**src/rtl/xc_malu_issue.sv**
```systemverilog
// Request sequencer for the XCrypto multi-cycle ALU: drives the MALU valid/flush
// handshake, holds operands stable, and returns a registered writeback response.
module xc_malu_issue #(
  parameter int unsigned MAX_CYCLES = 72,
  parameter int unsigned CW         = 7
) (
  input  logic        clock,
  input  logic        resetn,

  input  logic        req_valid,
  output logic        req_ready,
  input  logic [4:0]  req_op,
  input  logic [2:0]  req_pw,
  input  logic        req_hi,
  input  logic [31:0] req_rs1,
  input  logic [31:0] req_rs2,
  input  logic [31:0] req_rs3,
  input  logic [4:0]  req_rd,
  input  logic        kill,

  output logic        malu_valid,
  output logic        malu_flush,
  output logic [13:0] malu_uop,
  output logic [4:0]  malu_pw,
  output logic [31:0] malu_rs1,
  output logic [31:0] malu_rs2,
  output logic [31:0] malu_rs3,
  input  logic [63:0] malu_result,
  input  logic        malu_ready,

  output logic        rsp_valid,
  input  logic        rsp_ready,
  output logic [4:0]  rsp_rd,
  output logic [31:0] rsp_data,
  output logic [31:0] rsp_data_hi,
  output logic        rsp_wide,
  output logic        rsp_err
);

  typedef enum logic [2:0] {
    StIdle,
    StRun,
    StFlush,
    StResp,
    StDrop
  } state_e;

  localparam logic [CW-1:0] CntLast = CW'(MAX_CYCLES - 1);

  state_e        state_q, state_d;
  logic [4:0]    op_q, op_d;
  logic [2:0]    pw_q, pw_d;
  logic          hi_q, hi_d;
  logic [31:0]   rs1_q, rs1_d;
  logic [31:0]   rs2_q, rs2_d;
  logic [31:0]   rs3_q, rs3_d;
  logic [4:0]    rd_q, rd_d;
  logic [CW-1:0] cnt_q, cnt_d;
  logic [63:0]   result_q, result_d;
  logic          err_q, err_d;

  logic req_legal;
  logic op_wide;

  assign req_legal = (req_op <= 5'd13) && (req_pw <= 3'd4);
  assign op_wide   = (op_q >= 5'd10);

  always_comb begin
    state_d  = state_q;
    op_d     = op_q;
    pw_d     = pw_q;
    hi_d     = hi_q;
    rs1_d    = rs1_q;
    rs2_d    = rs2_q;
    rs3_d    = rs3_q;
    rd_d     = rd_q;
    cnt_d    = cnt_q;
    result_d = result_q;
    err_d    = err_q;

    unique case (state_q)
      StIdle: begin
        if (!kill && req_valid) begin
          rd_d     = req_rd;
          result_d = '0;
          if (req_legal) begin
            op_d    = req_op;
            pw_d    = req_pw;
            hi_d    = req_hi;
            rs1_d   = req_rs1;
            rs2_d   = req_rs2;
            rs3_d   = req_rs3;
            cnt_d   = '0;
            err_d   = 1'b0;
            state_d = StRun;
          end else begin
            // Illegal encodings bypass the MALU and report an error directly.
            err_d   = 1'b1;
            state_d = StResp;
          end
        end
      end
      StRun: begin
        cnt_d = cnt_q + CW'(1);
        if (kill) begin
          state_d = StDrop;
        end else if (malu_ready) begin
          result_d = malu_result;
          state_d  = StFlush;
        end else if (cnt_q == CntLast) begin
          err_d   = 1'b1;
          state_d = StFlush;
        end
      end
      StFlush: begin
        state_d = kill ? StIdle : StResp;
      end
      StResp: begin
        if (kill || rsp_ready) begin
          state_d = StIdle;
        end
      end
      StDrop: begin
        state_d = StIdle;
      end
      default: begin
        state_d = StIdle;
      end
    endcase
  end

  always_ff @(posedge clock) begin
    if (!resetn) begin
      state_q  <= StIdle;
      op_q     <= '0;
      pw_q     <= '0;
      hi_q     <= 1'b0;
      rs1_q    <= '0;
      rs2_q    <= '0;
      rs3_q    <= '0;
      rd_q     <= '0;
      cnt_q    <= '0;
      result_q <= '0;
      err_q    <= 1'b0;
    end else begin
      state_q  <= state_d;
      op_q     <= op_d;
      pw_q     <= pw_d;
      hi_q     <= hi_d;
      rs1_q    <= rs1_d;
      rs2_q    <= rs2_d;
      rs3_q    <= rs3_d;
      rd_q     <= rd_d;
      cnt_q    <= cnt_d;
      result_q <= result_d;
      err_q    <= err_d;
    end
  end

  // Outputs are forced low while resetn is held, not only after the reset edge.
  always_comb begin
    req_ready   = 1'b0;
    malu_valid  = 1'b0;
    malu_flush  = 1'b0;
    malu_uop    = '0;
    malu_pw     = '0;
    malu_rs1    = '0;
    malu_rs2    = '0;
    malu_rs3    = '0;
    rsp_valid   = 1'b0;
    rsp_rd      = '0;
    rsp_data    = '0;
    rsp_data_hi = '0;
    rsp_wide    = 1'b0;
    rsp_err     = 1'b0;

    if (resetn) begin
      malu_rs1 = rs1_q;
      malu_rs2 = rs2_q;
      malu_rs3 = rs3_q;
      unique case (state_q)
        StIdle: begin
          req_ready = 1'b1;
        end
        StRun: begin
          malu_valid = 1'b1;
          malu_uop   = 14'(1) << op_q;
          malu_pw    = 5'(1) << pw_q;
        end
        StFlush, StDrop: begin
          malu_flush = 1'b1;
        end
        StResp: begin
          rsp_valid = !kill;
          rsp_rd    = rd_q;
          rsp_err   = err_q;
          if (!err_q) begin
            rsp_wide    = op_wide;
            rsp_data    = (!op_wide && hi_q) ? result_q[63:32] : result_q[31:0];
            rsp_data_hi = op_wide ? result_q[63:32] : 32'd0;
          end
        end
        default: begin
        end
      endcase
    end
  end

endmodule

```
**config.mk**
```make
export PLATFORM = sky130hd
export DESIGN_NAME = xc_malu_issue
export DESIGN_NICKNAME = d
export VERILOG_FILES = /design/src/rtl/xc_malu_issue.sv
export SDC_FILE = /design/constraint.sdc
export NUM_CORES = 1
export LEC_CHECK = 0
export ABC_CLOCK_PERIOD_IN_PS = 2500
export CAP_MARGIN = 30
export CELL_PAD_IN_SITES_DETAIL_PLACEMENT = 0
export CELL_PAD_IN_SITES_GLOBAL_PLACEMENT = 2
export CORE_ASPECT_RATIO = 1.1
export CORE_MARGIN = 5
export CORE_UTILIZATION = 23
export CTS_CLUSTER_SIZE = 24
export DETAILED_ROUTE_END_ITERATION = 10
export PLACE_DENSITY = 0.86
export SYNTH_ARGS = -nofsm -noshare
export SYNTH_HDL_FRONTEND = slang
export SYNTH_SLANG_ARGS = --single-unit
```
**constraint.sdc**
```tcl
create_clock -name clock -period 2.5 [get_ports clock]
set_input_delay 0.625 -clock clock [delete_from_list [all_inputs] [get_ports clock]]
set_output_delay 0.625 -clock clock [all_outputs]
set_load 0.02 [all_outputs]
```
; ---- Yosys cells after proc, flatten, opt, wreduce, memory -nomap -nowiden
; Index checks and enable logic that the tools add are counted.
; W data, S select, Z words.
[word_totals]
register_bits = 185
inputBits = 180
elab_cells = 96
[op_classes]
addsub = 1
order_cmp = 3
eq_ne = 13
shift = 2
muxes = 51
n_reduce_logical = 15
[op_table]
columns = cell, count
row1 = $mux W32, 11
row2 = $mux W64, 3
row3 = $pmux W64 S2, 1
row4 = $mux W14, 2
row5 = $mux W5, 4
row6 = $mux W1, 18
row7 = $mux W3, 5
row8 = $mux W7, 2
row9 = $ne A2 B2 Y1 const B, 7
row10 = $pmux W7 S2, 1
row11 = $shl A1 B5 Y14 const A, 1
row12 = $pmux W3 S4, 1
row13 = $reduce_and A3 Y1, 3
row14 = $add A7 B1 Y7 const B, 1
row15 = $eq A7 B7 Y1 const B, 1
row16 = $eq A3 B2 Y1 const B, 2
row17 = $ge A5 B4 Y1 const B, 1
row18 = $le A5 B4 Y1 const B, 1
row19 = $reduce_and A5 Y1, 1
row20 = $shl A1 B3 Y5 const A, 1
row21 = $mux W2, 2
row22 = $ne A4 B4 Y1 const B, 1
row23 = $reduce_and A4 Y1, 1
row24 = $eq A3 B1 Y1 const B, 1
row25 = other kinds (10), 13

; ---- Depth between registers and ports, before layout
; Gate-level depths: netlist of run 1.
[logic_depth]
word_depth = 7
ltp_mapped = 8
ltp_nobuf = 4

; ---- Worst setup path before layout of run 1
; Ideal clock, no wire load.
[synth_path]
path_type = input port to output port
from = in resetn
to = out malu_pw[4]
t_arrival_ns = 2.113
required_ns = 1.875
path_slack_ns = -0.238
path_stages = 5
path_buffers = 3
cell_sequence = buf_2 > clkbuf_1 > buf_2 > nand2_1 > nor4b_1
[synth_between]
elab_chain_len = 1
[synth_lines]
columns = element, line
row1 = "start, declared", 8  ; input logic resetn,
row2 = $mux W5, 177  ; if (resetn) begin
row3 = "end, declared", 24  ; output logic [4:0] malu_pw,
; No other way between the ends.

; ---- Worst setup path after layout of run 1
[layout_path]
from = reg op_q[2]
to = out rsp_data[7]
[layout_between]
elab_chain_len = 7
[layout_lines]
columns = element, line
row1 = "start, declared", 51  ; logic [4:0] op_q, op_d;
row2 = "start signal, assigned", 147  ; op_q <= op_d;
row3 = $ge A5 B4 Y1, 66  ; assign op_wide = (op_q >= 5'd10);
row4 = $logic_not A1 Y1, 199  ; rsp_data = (!op_wide && hi_q) ? result_q[63:32] : result_q[31:0];
row5 = $logic_and A1 B1 Y1, 199
row6 = $mux W32, 199
row7 = $mux W32, 197  ; if (!err_q) begin
row8 = $mux W32, 181  ; unique case (state_q)
row9 = $mux W32, 177
row10 = "end, declared", 34  ; output logic [31:0] rsp_data,
; No other way between the ends.

==> results of run 1 <==
## state kept, by name, indices dropped and copies added, names as in the netlist
signal / count
result_q: 64
rs1_q: 32
rs2_q: 32
rs3_q: 32
cnt_q: 7
op_q: 5
rd_q: 5
pw_q: 3
state_q: 3
err_q: 1
hi_q: 1
## layout make-up
class                   count  share of cell area, %
flip-flops and latches    185                   25.7
clock buffers              18                   2.97
well taps                 500                   4.33
inverters                   5                  0.130
repair buffers            463                   32.4
clock inverters            14                  0.866
multi-input cells         847                   33.6
## power groups by stage
stage,logic (uW),registers [uW],clock network [uW]
6_report,1020,3030,2660
5_1_grt,1110,3040,2870
4_1_cts,1030,3030,2760
3_5_place_dp,993,3100,0
2_1_floorplan,448,3090,0
3_3_place_gp,992,3100,0
## per-layer routing
metal / wire, um / part of all wire, %
met1: 16100 / 44
met2: 17000 / 46
met3: 2950 / 8.0
met4: 786 / 2.1
met5: 7 / 0.019
## worst max path at each step
stage                                    start  cells past startpoint  slack [ps]              end
after floorplan                         resetn                      7          10  rsp_data_hi[10]
after global placement                  resetn                      7        -340  rsp_data_hi[24]
after detailed placement                resetn                      7        -370  rsp_data_hi[24]
after CTS                 op_q[1]$_SDFFE_PN0P_                      8        -100      rsp_data[8]
after global routing      op_q[2]$_SDFFE_PN0P_                      8        -140      rsp_data[7]
final                     op_q[2]$_SDFFE_PN0P_                      8         -40      rsp_data[7]
## placed cells by master (no fill, tap or decap), types with 9 or more instances in the layout
| cell | netlist | routed |
|---|---|---|
| a21oi_1 | 103 | 80 |
| a21oi_2 | 1 | 22 |
| and2_1 | 136 | 104 |
| and2_4 | 0 | 32 |
| buf_12 | 0 | 21 |
| buf_4 | 0 | 88 |
| buf_6 | 21 | 59 |
| clkbuf_16 | 0 | 20 |
| clkdlybuf4s50_1 | 0 | 178 |
| dfxtp_1 | 185 | 179 |
| dlygate4sd2_1 | 0 | 96 |
| nand2_1 | 254 | 243 |
| nand2_2 | 0 | 9 |
| nand3_1 | 76 | 75 |
| nor2_1 | 21 | 15 |
| o21ai_0 | 99 | 99 |
| o31ai_1 | 96 | 96 |
## worst min-delay path, stage by stage, from the launching register on
cell and delay [ps]:
dfxtp_1 300, nand2_1 50, a21oi_1 50
## what timing repair did
| item | in CTS | in global routing |
|---|---|---|
| resized for setup | 525 | 173 |
| buffers inserted | 4 | 11 |
| pin swaps | 13 | 28 |
| cloned | 4 | 4 |
| endpoints found under the setup margin | 185 | 83 |
| endpoints found under the hold margin | 0 | 0 |
## metrics by stage
stage,power (uW),utilization [%]
final,6720,38.0
after global routing,7010,38.0
after global placement,4090,35.2
after floorplan,3540,-
after CTS,6810,36.4
after detailed placement,4090,35.2
## cell families (layout without fill, tap and decap cells)
| family | count (synthesis) | in the layout | synth area share (%) |
|---|---|---|---|
| simple gates | 524 | 524 | 28.7 |
| compound gates | 308 | 308 | 20.6 |
| flops | 185 | 185 | 42.0 |
| buf+inv | 119 | 500 | 7.04 |
| mux | 8 | 8 | 0.909 |
| xor+xnor | 6 | 6 | 0.596 |
| fa+ha+maj | 1 | 1 | 0.142 |
==> results.cfg, run 1 <==
[yosys]
yosysTopAreaCell = dfxtp_1
synth_most_common_cell = nand2_1
netlist_area_um2 = 8810
syn_avg_cell_area_um2 = 7.66
ys_warn_count = 0
synth.distinct_cells = 42
synthTopCellsByArea = dfxtp_1, nand2_1, and2_1
yosys_most_used_dff = dfxtp_1
yosysSeqAreaShare_pct = 42.0
yosys-top-cells-count = nand2_1, dfxtp_1, and2_1, a21oi_1, o21ai_0
netlist.area_leader.share_pct = 42.0
synth_edf_count = 0
synth.net_count = 1332
synth_cells = 1151
ys_async_sr_fraction_pct = 0
synth_seq_cells = 185

[power_and_ir_drop]
p_seq_share_pct = 45.1
ir_drop_v = 0.000452
p_sw_share_pct = 27.3
p_comb_share_pct = 15.2
p_sw_uw = 1830
power.density_nw_per_um2 = 465
internal_power_uw = 4880
clkPwrFrac_pct = 39.6
cellLeakagePower_uw = 0.00582

[timing]
finalSetupViolCount = 29
skew_ps = 19.0
post-route-min-period_ps = 2540
hold_viol_final = 0
setup_slack_ps = -42.0
fin_setup_tns_ps = -483
worst_pin_slew_ps = 891
fin_crit_sh_pct = 102
hold_ws_ps = 448
fmax_mhz = 393
rsz0062_at_grt = true
slew-limit-headroom_pct = 40.6
slew_viol_final = 0

[setup_path]
r2r_slack_ps = 250
worstSetupStartpointType = flip-flop
critPathMostFrequentCell = buf_12
critPathMaxFanout = 7
max_stage_delay_ps = 340
cp_cell_sequence = o21ai_4 > and3_4 > buf_12 > buf_12 > buf_8 > nand2_4 > a21oi_4 > buf_6
arrival_ps = 1920
cp.required_ps = 1880
crit_family = buffers and inverters
reg2reg_from = state_q[1]$_SDFFE_PN0P_
crit_path_end_kind = output pin
r2r_end = cnt_q[6]$_SDFFE_PN0P_
slowest_stage = dfxtp_2
ff2ff_path_depth = 8
crit_type = flip-flop to output pin
path_buf_inv = 4

[drt]
first_pass_iters = 5
postRouteAntennaNets = 0
avgRoutedWirePerCell_um = 18.1
drt-initial-drc-count = 488
drt-total-wl_um = 36800
viasPerCell = 4.61
num_vias = 9375
drc = 0

[min_path]
hp-start = rd_q[1]$_SDFFE_PN0P_
holdPathEnd = rd_q[1]$_SDFFE_PN0P_
min_path_cells = 2
min_path_type = flip-flop to flip-flop

[placement]
hpwl_um = 24700
place_area_um2 = 13400
port_buffers = 369
dp.cells = 1979
place_worst_setup_slack_ps = -372
gp_congestion = 0.795

[global_routing]
grt_use_met1_pct = 21.2
grt_pass1_wl_um = 55200
met3_usage_pct = 5.37
grt_use_total_pct = 16.4
grt_max_degree = 73
antenna_found_initial = 2
grt-busiest-layer = met2
use_met2_pct = 25.9
grt_pass1_vias = 9226
overflow = 0

[clock_network]
clk_pin_slew_ps = 70
cts_tree = built
tritoncts.num_buffers = 17
htreeDepth = 4
clock_sinks = 185
clockBufferDepth = 2
cts_hold_buf = 0
cts_root_buf = clkbuf_16
clk_latency_ps = 460

[floorplanning]
pin_count = 370
rows = 75
die_h_um = 215
core_um2 = 38000
start_util_pct = 23.2
die_w_um = 197
die_area_um2 = 42300

[layout]
multi_input_area_um2 = 4850
final_cell_area_um2 = 14500
area_growth_pct = 64.0
drive_above_1_share_pct = 21.1
regArea_um2 = 3720
diodes = 0
stdcell_count = 2032
nets = 1700
nFillCells = 3993

[outcome]
violations = negative setup slack
outcome = complete, but fails checks

[run]
cap_viol_max_count = 0
No activity file was read; power rests on OpenSTA's default activity.
==> run 2, diff against run 1 <==
- ABC_AREA: default -> 1
- CORE_UTILIZATION: 23 -> 22
- PLACE_DENSITY: 0.86 -> 0.87
==> run 2 against run 1 <==
Against the previous run:
- the flow still finishes with violations (negative setup slack)
- highest routed layer unchanged
- fmax decreased by 3.0%
- synthesized area decreased by 1.2%
- register-to-register slack improved by 400 ps
- worst setup slack got worse by 77 ps
- largest cell class is now non-clock buffers
- synthesized cell count increased by 12%
- final area increased by 0.23%
- first-iteration DRC count decreased by 29%
- die area increased by 3.1%
- clock skew decreased by 9.0 ps
- largest power group unchanged
==> results.cfg, run 2 <==
[setup_path]
critPathMaxFanout = 6
crit_type = flip-flop to output pin
reg2reg_from = state_q[0]$_SDFFE_PN0P_
worstSetupStartpointType = flip-flop
max_stage_delay_ps = 360
crit_path_end_kind = output pin
cp.required_ps = 1880
cp_cell_sequence = nand2_2 > nor2_4 > inv_2 > nor2_4 > nand2_2 > inv_4 > buf_12 > buf_16 > buf_12 > o21ai_2 > a21oi_2 > buf_4
r2r_slack_ps = 650
slowest_stage = dfxtp_2
ff2ff_path_depth = 9
arrival_ps = 1990
path_buf_inv = 6
crit_family = buffers and inverters
cp.depth = 12
critPathCapture = rsp_data[10]
r2r_end = result_q[12]$_SDFFE_PN0P_
startpoint = state_q[0]$_SDFFE_PN0P_

[timing]
finalSetupViolCount = 30
hold_ws_ps = 465
slew_viol_final = 0
fin_crit_sh_pct = 105
setup_slack_ps = -119
post-route-min-period_ps = 2620
skew_ps = 9.98
slew-limit-headroom_pct = 50.3
hold_viol_final = 0
rsz0062_at_grt = true
fmax_mhz = 382
worst_pin_slew_ps = 745

[placement]
port_buffers = 369
gp_congestion = 0.793
hpwl_um = 25100
place_area_um2 = 13200

[yosys]
synth_top_family_by_area = simple AND/OR/NAND/NOR gates
netlist.area_leader.share_pct = 42.5
synth_most_common_cell = nor2_1
synthTopCellsByArea = dfxtp_1, nor2_1, nand2_1
synth.net_count = 1466
synth.area.mux_share_pct = 0
synth_cells = 1285
yosysTopAreaCell = dfxtp_1
ys_async_sr_fraction_pct = 0
synth-xor-area-share_pct = 0
synth_compound_area_share_pct = 15.1
synth_edf_count = 0
syn_avg_cell_area_um2 = 6.78
netlist_area_um2 = 8710
synth.distinct_cells = 25
ys_warn_count = 0
yosys-top-cells-count = nor2_1, nand2_1, dfxtp_1, inv_1, a21oi_1
synth_seq_cells = 185
yosys_most_used_dff = dfxtp_1
yosys.area_share.adder_pct = 0.144
yosysSeqAreaShare_pct = 42.5
synthSimpleGateAreaFrac_pct = 28.6

[clock_network]
clk_pin_slew_ps = 70
cts_tree = built
clockBufferDepth = 2
cts_hold_buf = 0
clock_sinks = 185
cts_root_buf = clkbuf_16
htreeDepth = 4
clk_latency_ps = 460
tritoncts.num_buffers = 17

[drt]
postRouteAntennaNets = 0
num_vias = 9682
first_pass_iters = 4
drt-initial-drc-count = 345
avgRoutedWirePerCell_um = 16.1
drc = 0
drt-total-wl_um = 35300
viasPerCell = 4.42

[layout]
layout.cells.most_common = nor2_1
nFillCells = 4154
nets = 1850
drive_above_1_share_pct = 20.2
top_register = result_q
largest_reg_flops = 64
final_cell_area_um2 = 14500
mostFrequentLayoutCells = nor2_1, nand2_1, dfxtp_1
area_growth_pct = 66.3

[run]
cap_viol_max_count = 0

[outcome]
outcome = complete, but fails checks
violations = negative setup slack

[global_routing]
antenna_found_initial = 6
grt_pass1_wl_um = 52200
overflow = 0
grt_max_degree = 67
grt_use_total_pct = 15.3
grt_pass1_vias = 9377

[floorplanning]
die_area_um2 = 43700
pin_count = 370
rows = 76
die_h_um = 219
core_um2 = 39200
die_w_um = 200
start_util_pct = 22.2

[power_and_ir_drop]
ir_drop_v = 0.000538
power.density_nw_per_um2 = 605
cellLeakagePower_uw = 0.00691

[min_path]
min_path_type = flip-flop to flip-flop
-- run 2: cell types whose count changed after synthesis, sizes merged, moves of 55 or more --
| cell | change |
|---|---|
| nand2 | -55 |
| and2 | -136 |
| o31ai | -96 |
| nor2 | +251 |
| nand4 | +65 |
| inv | +160 |
-- run 2: area by class of cell --
class | instances | area [um2] | share of cell area [%]
Antenna cell | 1 | 2.50 | 0.0173
Clock buffer | 20 | 457 | 3.15
Clock inverter | 12 | 128 | 0.881
Inverter | 165 | 628 | 4.34
Multi-Input combinational cell | 840 | 4270 | 29.5
Sequential cell | 185 | 3710 | 25.6
Tap cell | 507 | 634 | 4.38
Timing Repair Buffer | 460 | 4660 | 32.2
-- run 2: routing by layer --
| metal | wire length (um) | share of wire (%) | vias to the layer above | global-route usage, % |
|---|---|---|---|---|
| met5 | 46 | 0.13 | - | 0 |
| met4 | 681 | 1.9 | 8 | 5.03 |
| met3 | 3820 | 11 | 41 | 6.32 |
| met2 | 16400 | 46 | 328 | 24.8 |
| met1 | 14400 | 41 | 4442 | 18.4 |
| li1 | - | - | 4863 | - |
-- run 2: metrics by stage --
step           setup WS [ps]  power (uW)  instances  TNS (ps)  util [%]
6_report                -119        8760       2190     -1730      37.0
5_1_grt                 -240        9230       2190    -10250      37.0
4_1_cts                 -151        8770       2182     -3210      35.4
3_5_place_dp            -270        5870       2133    -22430      33.8
3_3_place_gp            -251        5850       2133    -22060      33.8
2_1_floorplan           -130        4840       1285      -692         -
-- run 2: cell families (layout without fill, tap and decap cells) --
kind of cell | Yosys count | after routing
and+or+nand+nor | 577 | 577
AOI/OAI and AO/OA | 262 | 262
buffers and inverters | 260 | 657
DFF | 185 | 185
adders and majority gates | 1 | 1
other | 0 | 1
-- run 2: how the worst min path moves through the flow --
stage | start | endpoint | slack (ps) | cells past startpoint
final | result_q[46]$_SDFFE_PN0P_ | result_q[46]$_SDFFE_PN0P_ | 470 | 2
after global routing | result_q[63]$_SDFFE_PN0P_ | result_q[63]$_SDFFE_PN0P_ | 490 | 2
after CTS | result_q[51]$_SDFFE_PN0P_ | result_q[51]$_SDFFE_PN0P_ | 470 | 2
after detailed placement | result_q[24]$_SDFFE_PN0P_ | result_q[24]$_SDFFE_PN0P_ | 450 | 2
after global placement | result_q[46]$_SDFFE_PN0P_ | result_q[46]$_SDFFE_PN0P_ | 450 | 2
after floorplan | result_q[0]$_SDFFE_PN0P_ | result_q[0]$_SDFFE_PN0P_ | 440 | 2
-- run 2: where the power goes --
part / switching (uW) / internal (uW)
Clock: 1320 / 1460
Combinational: 1580 / 1090
Sequential: 141 / 3170
-- run 2: repair_timing --
item,4_1_cts,5_1_grt
gates resized for setup,489,215
gates cloned,4,1
setup buffers,13,7
setup endpoints to repair,160,125
pin swaps,0,4
-- run 2: worst reg2reg max path, stage by stage (launching register included) --
cell and delay (ps):
dfxtp_2 360, buf_4 120, inv_2 40, nor2_4 90
nand2_2 80, buf_4 180, inv_2 160, buf_12 300
nand4_1 280, a21oi_1 180
==> run 3, diff against run 2 <==
--- a/config.mk
+++ b/config.mk
@@ -8,3 +8,2 @@
 export ABC_AREA = 1
-export ABC_CLOCK_PERIOD_IN_PS = 2500
 export CAP_MARGIN = 30
@@ -17,2 +16,3 @@
 export DETAILED_ROUTE_END_ITERATION = 10
+export GPL_ROUTABILITY_DRIVEN = 0
 export PLACE_DENSITY = 0.87
--- a/constraint.sdc
+++ b/constraint.sdc
@@ -3,2 +3,2 @@
 set_output_delay 0.625 -clock clock [all_outputs]
-set_load 0.02 [all_outputs]
+set_load 0.1 [all_outputs]
==> run 3 against run 2 <==
Against the previous run:
- the run still ends with negative setup slack left
- via count increased by 0.33%
- fmax decreased by 0.93%
- routed wire length up 4.2%
==> results.cfg, run 3 (synthesis results as in run 2) <==
[outcome]
outcome = complete, but fails checks
violations = negative setup slack

[timing]
fin_crit_sh_pct = 106
hold_ws_ps = 465
slew_viol_final = 0
skew_ps = 9.44
rsz0062_at_grt = true
worst_pin_slew_ps = 644
setup_slack_ps = -144
post-route-min-period_ps = 2640
hold_viol_final = 0
slew-limit-headroom_pct = 57.1
fmax_mhz = 378
fin_setup_tns_ps = -5180
finalSetupViolCount = 82

[clock_network]
cts_root_buf = clkbuf_16
clock_sinks = 185
clk_latency_ps = 450
clockBufferDepth = 2
cts_tree = built
htreeDepth = 4
tritoncts.num_buffers = 17
clk_pin_slew_ps = 70

[layout]
mostFrequentLayoutCells = buf_12, nor2_1, nand2_1
fin_util_pct = 45.1
nets = 1843
nFillCells = 3808
top_register = result_q
area_growth_pct = 103
largest_reg_flops = 64
multi_input_area_um2 = 4990
layout.cells.most_common = buf_12
final_cell_area_um2 = 17700
regArea_um2 = 3710
drive_above_1_share_pct = 33.7

[setup_path]
worstSetupStartpointType = flip-flop
crit_family = buffers and inverters
max_stage_delay_ps = 330
slowest_stage = dfxtp_2
cp.required_ps = 1880
critPathMaxFanout = 6
crit_type = flip-flop to output pin
arrival_ps = 2020
cp_cell_sequence = nor2_4 > o21ai_4 > nor2_4 > buf_12 > clkbuf_16 > buf_6 > o21ai_4 > a21oi_4 > buf_12
path_buf_inv = 4
crit_path_end_kind = output pin

[drt]
drt-total-wl_um = 36700
viasPerCell = 4.45
num_vias = 9714
avgRoutedWirePerCell_um = 16.8
postRouteAntennaNets = 0
drc = 0
first_pass_iters = 4
drt-initial-drc-count = 388

[floorplanning]
die_area_um2 = 43700
start_util_pct = 22.2
core_um2 = 39200
rows = 76
die_h_um = 219
die_w_um = 200
pin_count = 370

[global_routing]
grt_max_degree = 92
grt_use_total_pct = 16.5
grt_pass1_vias = 9759
antenna_found_initial = 10
overflow = 0
grt_pass1_wl_um = 55900

[run]
cap_viol_max_count = 0

[power_and_ir_drop]
internal_power_uw = 5880
power.density_nw_per_um2 = 545
p_total_uw = 9620
clkPwrFrac_pct = 26.3
ir_drop_v = 0.000647
p_sw_share_pct = 38.9
p_comb_share_pct = 39.0
p_seq_share_pct = 34.7
cellLeakagePower_uw = 0.00572
p_sw_uw = 3740

[min_path]
min_path_type = flip-flop to flip-flop

[placement]
place_area_um2 = 16100
hpwl_um = 26000
port_buffers = 369
-- run 3: final timing paths --
kind | end | slack (ps) | cells past startpoint | from
setup / recovery | rsp_data[19] | -140 | 9 | op_q[1]$_SDFFE_PN0P_
setup reg to reg | result_q[58]$_SDFFE_PN0P_ | 720 | 10 | state_q[2]$_SDFFE_PN0P_
hold / removal | result_q[48]$_SDFFE_PN0P_ | 460 | 2 | result_q[48]$_SDFFE_PN0P_
hold reg to reg | result_q[48]$_SDFFE_PN0P_ | 460 | 2 | result_q[48]$_SDFFE_PN0P_
-- run 3: layout make-up --
cell class                 instances  area share, %
timing repair buffer             453           38.3
tap                              507           3.59
antenna                            3         0.0425
sequential                       185           21.0
clock buffer                      19           2.45
inverter                         165           5.71
multi-input combinational        840           28.3
clock inverter                    13          0.546
-- run 3: timing repair --
item                                    4_1_cts  5_1_grt
hold endpoints to repair                      0        0
gates cloned                                 10        2
endpoints found under the setup margin       83       83
hold buffers                                  0        0
setup buffers                                24        6
gates resized for setup                     112       40
pin swaps                                    29       13
-- run 3: power by group through the flow --
stage | clock [uW] | sequential (uW) | combinational [uW]
6_report | 2530 | 3330 | 3750
5_1_grt | 2760 | 3360 | 4010
4_1_cts | 2670 | 3330 | 3750
3_5_place_dp | 0 | 3370 | 3440
3_3_place_gp | 0 | 3360 | 3420
2_1_floorplan | 0 | 3340 | 2250
-- run 3: worst min-delay path, stage by stage (launching register included) --
cell     delay [ps]
dfxtp_1         310
nand2_1          60
a21oi_1          50
-- run 3: routing by layer --
metal  vias up  routed length [um]  track usage (%)
met5         -                  80                0
met4        10                1040             6.20
met3        56                3910             7.60
met2       343               17200             26.3
met1      4449               14500             19.4
li1       4856                   -                -
-- run 3: per-stage QoR --
stage	worst slack, ps	std cells
3_3_place_gp	34.8	2114
3_5_place_dp	-16.3	2114
4_1_cts	-226	2180
2_1_floorplan	-965	1285
6_report	-144	2185
5_1_grt	-232	2183
